`src/rtl/adder_pkg.sv`:
```
// Shared types and helpers for the multi-cycle chunked adder.
package adder_pkg;

  // Controller states: waiting for operands, adding chunks, holding the result.
  typedef enum logic [1:0] {
    IDLE = 2'd0,
    RUN  = 2'd1,
    DONE = 2'd2
  } state_t;

  // Integer ceiling division, used to size the number of chunks.
  function automatic int ceil_div(input int num, input int den);
    return (num + den - 1) / den;
  endfunction

endpackage

```
`src/rtl/chunk_adder.sv`:
```
// Combinational CHUNK-bit ripple-carry adder built from full-adder cells.
module chunk_adder #(
  parameter int CHUNK = 4
) (
  input  logic [CHUNK-1:0] A,
  input  logic [CHUNK-1:0] B,
  input  logic             C_in,
  output logic [CHUNK-1:0] S,
  output logic             C_out
);

  logic [CHUNK:0] carry;

  // Ripple the carry through one full-adder cell per bit.
  always_comb begin
    carry    = '0;
    S        = '0;
    carry[0] = C_in;
    for (int i = 0; i < CHUNK; i++) begin
      S[i]       = A[i] ^ B[i] ^ carry[i];
      carry[i+1] = (A[i] & B[i]) | (A[i] & carry[i]) | (B[i] & carry[i]);
    end
    C_out = carry[CHUNK];
  end

endmodule

```
`src/rtl/multicycle_adder.sv`:
```
// Sequential adder/subtractor: processes CHUNK bits per clock with the
// inter-chunk carry held in a register, behind valid/ready handshakes.
module multicycle_adder
  import adder_pkg::*;
#(
  parameter int WIDTH = 16,
  parameter int CHUNK = 4
) (
  input  logic             clk,
  input  logic             rst,
  input  logic [WIDTH-1:0] A,
  input  logic [WIDTH-1:0] B,
  input  logic             C_in,
  input  logic             Sub,
  input  logic             In_valid,
  output logic             In_ready,
  output logic [WIDTH-1:0] S,
  output logic             C_out,
  output logic             V,
  output logic             Out_valid,
  input  logic             Out_ready
);

  localparam int NCHUNK = ceil_div(WIDTH, CHUNK);
  localparam int PW     = NCHUNK * CHUNK;
  localparam int IDXW   = (NCHUNK > 1) ? $clog2(NCHUNK) : 1;
  localparam logic [IDXW-1:0] LAST_IDX = IDXW'(NCHUNK - 1);

  state_t          state_q, state_d;
  logic [PW-1:0]   opA_q;
  logic [PW-1:0]   opB_q;
  logic [PW-1:0]   res_q;
  logic            c_q;
  logic [IDXW-1:0] idx_q;

  logic             accept;
  logic             lastChunk;
  logic [WIDTH-1:0] bIn;
  logic [CHUNK-1:0] chunkA, chunkB, chunkSum;
  logic             chunkCarry;

  assign accept    = In_valid && (state_q == IDLE);
  assign lastChunk = (idx_q == LAST_IDX);
  assign bIn       = Sub ? ~B : B;

  assign chunkA = opA_q[idx_q*CHUNK +: CHUNK];
  assign chunkB = opB_q[idx_q*CHUNK +: CHUNK];

  chunk_adder #(
    .CHUNK (CHUNK)
  ) u_chunk_adder (
    .A     (chunkA),
    .B     (chunkB),
    .C_in  (c_q),
    .S     (chunkSum),
    .C_out (chunkCarry)
  );

  // State register; reset discards any operation in flight.
  always_ff @(posedge clk) begin
    if (rst) state_q <= IDLE;
    else     state_q <= state_d;
  end

  // Next-state logic for the accept / run / hand-off sequence.
  always_comb begin
    state_d = state_q;
    unique case (state_q)
      IDLE:    if (accept)    state_d = RUN;
      RUN:     if (lastChunk) state_d = DONE;
      DONE:    if (Out_ready) state_d = IDLE;
      default:                state_d = IDLE;
    endcase
  end

  // Operand capture on accept, then one chunk of sum and carry per RUN cycle.
  always_ff @(posedge clk) begin
    if (rst) begin
      opA_q <= '0;
      opB_q <= '0;
      res_q <= '0;
      c_q   <= 1'b0;
      idx_q <= '0;
    end else begin
      case (state_q)
        IDLE: begin
          if (accept) begin
            opA_q <= PW'(A);
            opB_q <= PW'(bIn);
            c_q   <= C_in ^ Sub;
            idx_q <= '0;
          end
        end
        RUN: begin
          res_q[idx_q*CHUNK +: CHUNK] <= chunkSum;
          c_q   <= chunkCarry;
          idx_q <= lastChunk ? '0 : idx_q + 1'b1;
        end
        default: ;
      endcase
    end
  end

  assign In_ready  = (state_q == IDLE);
  assign Out_valid = (state_q == DONE);
  assign S         = res_q[WIDTH-1:0];
  assign V         = (opA_q[WIDTH-1] == opB_q[WIDTH-1]) && (res_q[WIDTH-1] != opA_q[WIDTH-1]);

  // With padding, the carry out of the real top bit lands in result bit WIDTH;
  // without padding it is the final chunk carry.
  generate
    if (PW > WIDTH) begin : g_padded
      assign C_out = res_q[WIDTH];
    end else begin : g_exact
      assign C_out = c_q;
    end
  endgenerate

endmodule

```
`config.mk`:
```
export PLATFORM = sky130hd
export DESIGN_NAME = multicycle_adder
export DESIGN_NICKNAME = d
export VERILOG_FILES = /design/src/rtl/adder_pkg.sv /design/src/rtl/chunk_adder.sv /design/src/rtl/multicycle_adder.sv
export SDC_FILE = /design/constraint.sdc
export NUM_CORES = 1
export LEC_CHECK = 0
export ABC_AREA = 1
export CAP_MARGIN = 25
export CORE_ASPECT_RATIO = 1.5
export CORE_MARGIN = 3
export CORE_UTILIZATION = 29
export DETAILED_ROUTE_END_ITERATION = 8
export GPL_ROUTABILITY_DRIVEN = 0
export SLEW_MARGIN = 20
export SYNTH_ARGS = -nofsm -noshare
export SYNTH_HDL_FRONTEND = slang
export SYNTH_HIERARCHICAL = 1
export SYNTH_SLANG_ARGS = --single-unit
```
`constraint.sdc`:
```
create_clock -name clk -period 8.6 [get_ports clk]
set_clock_uncertainty 0.1 [all_clocks]
set_input_delay 1.72 -clock clk [delete_from_list [all_inputs] [get_ports clk]]
set_output_delay 1.72 -clock clk [all_outputs]
set_load 0.1 [all_outputs]
```
==> run metrics <==
Post-Synthesis Cell Area=between 2000 and 3000 µm²; die area=10,300 µm²; Crit Path Max Fanout=3; Hold Path Stages=2; multi-input logic area=1350 µm²; max cap viols=0; FF+latch area=1060 µm²; global-route wire length before repair=10,400 µm; slew of the pin with the lowest slew margin=~990 ps; number of antenna repair diodes=0; worst-path cell chain=inv_1 > nor2_1 > nor2_1 > a21oi_1 > clkdlybuf4s50_1; Yosys warnings=6; DP HPWL=4640 µm; drt initial violations=110; total core area=8620 µm²; fmax=252 MHz; chip height=123 µm; hold crit path type=reg -> reg; FF-to-FF Start=idx_q[0]$_SDFFE_PP0P_; number of cell rows=41; fillers=938; clk_lat worst skew=slightly below 300 ps; Synth cell types=21; Crit-path slowest cell=clkdlybuf4s50_1; TritonCTS clock tree=yes; reg-to-reg endpoint=S[15]$_SDFFE_PP0P_; initial cell density of the core=approximately 31%; fraction of layout cells with a size suffix above 1=between 3 and 4%; post-route minimum period=3960 ps; Int Pwr=425 µW; clock sinks=between 50 and 60; CP peak stage delay=around 1200 ps; Post-synth EDFFs=0; CP startpoint=S[15]$_SDFFE_PP0P_; sw frac=29.3%; Cell Pwr Density=around 180 nW/µm²; CP required=about 6800 ps; worst r2r path cells=15; Slew Limit Fails=0; CP delay by family, top=buffers and inverters; clock root buffer=clkbuf_16; status=complete, no violations; Post-CTS Hold Fix Bufs=0; DIE WIDTH=83.8 µm; Comb pwr share=21.8%; Slew Limit Headroom=33.5%; CTS H-tree lvls=2; most common cell after layout, fill and taps aside=nand2_1; FF-to-FF setup slack=4930 ps; I/O Pins=58; Psw=176 µW; vias in the first global route=2,360; Synth Register Bits=53; CP bufs+invs=2; Worst Setup End Kind=primary output; Final Hold Fails=0; hold path startpoint=S[1]$_SDFFE_PP0P_; drt via density=4.58; syn_area_per_cell=roughly 7.2 µm²; clk buf depth=2; Post-DRT Antenna Nets=0; post-synthesis net count=around 420; Placed Area=3230 µm²; Layout Cell Area excl Fill=3370 µm²; largest net degree at the start of global routing=38; initial antenna violation count=0; highest-count cells in the layout ignoring fill and taps=nand2_1 (82), nor2_1 (62), clkdlybuf4s50_1 (57), dfxtp_1 (53), a21oi_1 (37); Worst path most repeated cell=nor2_1; unrepaired setup endpoints after global routing=no; WL/cell=11.9 µm; I/O Buffers=57; area grow syn2layout=28.1%; Leak=1.34 nW; Post-CTS Setup Repair Bufs=0; final setup TNS=0 ps; VDD IR max=0.0787 mV; period utilization=between 40% and 50%; total track usage=12.3%; PostCTS Resize Cnt=0; Worst-path clk slew=60 ps; TritonRoute pass-1 iters=4; Inserted Clock Buffers=5; sequential share of power=45.3%; final WL=6180 µm; signal arrival time at the worst endpoint=2140 ps; Top FF cell, synth=dfxtp_1; sequential-to-total area share from yosys stat=40.3%; GRT overflow=0; Post-synth ARST share=0%; Worst setup SP type=flop; Cells after Synth=367; DRC Markers=0; Setup CP Type=reg -> out; end of the worst hold path=S[1]$_SDFFE_PP0P_; Setup violations, final=0; vias post-DR=between 2,000 and 2,500; Nets=around 460; Clk pwr share=roughly 33%
## per-layer routing
layer	GRT usage [%]	vias up	routed length, µm	part of all wire, %
met1	13.6	1061	2580	42
met5	0	-	0	0
met4	5.84	0	167	2.7
met3	1.95	14	223	3.6
li1	-	1254	-	-
met2	22.9	50	3210	52
## cells in the mapped netlist, types with 2 or more instances
cell type,n,area share (%)
nand2_4,2,0.86
xor2_1,16,5.3
nor2_1,62,8.8
nor3_1,4,0.76
nand3_1,10,1.9
fa_1,4,3.0
nand2_1,82,12
ha_1,6,2.9
buf_4,3,0.86
buf_1,3,0.43
o21ai_0,33,6.3
inv_1,25,3.6
clkbuf_1,2,0.29
inv_2,4,0.57
buf_6,3,1.3
dfxtp_1,53,40
o22ai_1,8,1.9
a21oi_1,37,7.0
buf_2,8,1.5
## power groups by stage
stage	Combinational (mW)	Sequential, mW	Clock [mW]
2_1_floorplan	0.0837	0.286	0
3_3_place_gp	0.131	0.278	0
3_5_place_dp	0.132	0.278	0
4_1_cts	0.132	0.272	0.202
5_1_grt	0.146	0.274	0.209
6_report	0.131	0.272	0.198
## through the flow
stage               hold WS, ps  std cells  setup WS (ps)  utilization, %  power [mW]
finish                      363        520           4640            39.1       0.600
detailed placement          356        513           4920            37.5       0.409
global route                377        520           4500            39.1       0.629
global placement            356        513           4930            37.5       0.408
floorplan                   340        367           4090               -       0.370
CTS                         366        520           4600            39.1       0.606
## sequential cells by signal (all words and copies together), names as in the netlist
register and flops:
idx_q 2, state_q 2, S 16, opB_q 16
opA_q 16, C_out 1
## how the worst max path moves through the flow
| stage | endpoint | slack [ps] | cells past startpoint |
|---|---|---|---|
| finish | V | 4640 | 5 |
| global route | V | 4500 | 5 |
| CTS | V | 4600 | 5 |
| detailed placement | V | 4920 | 5 |
| global placement | V | 4930 | 5 |
| floorplan | V | 4090 | 4 |
## worst reg2reg max path: cells and delay by family, from the launching register on
kind	cells	cell delay, ps
AOI/OAI and AO/OA	3	460
adders and majority gates	4	1320
DFF	1	740
buffers and inverters	6	700
and+or+nand+nor	2	270
## layout make-up
class / count / area share, %
clock buffers: 7 / 4.23
flip-flops and latches: 53 / 31.5
inverters: 29 / 3.23
repair buffers: 58 / 17.1
well taps: 107 / 3.97
multi-input cells: 266 / 39.9
## cell families (layout without fill, tap and decap cells)
family,count (synthesis),count (layout),synth area share (%)
simple gates,162,162,24.7
xor+xnor,16,16,5.33
fa+ha+maj,10,10,5.90
compound gates,78,78,15.2
buf+inv,48,94,8.51
flops,53,53,40.3
No activity file was read; power rests on OpenSTA's default activity.
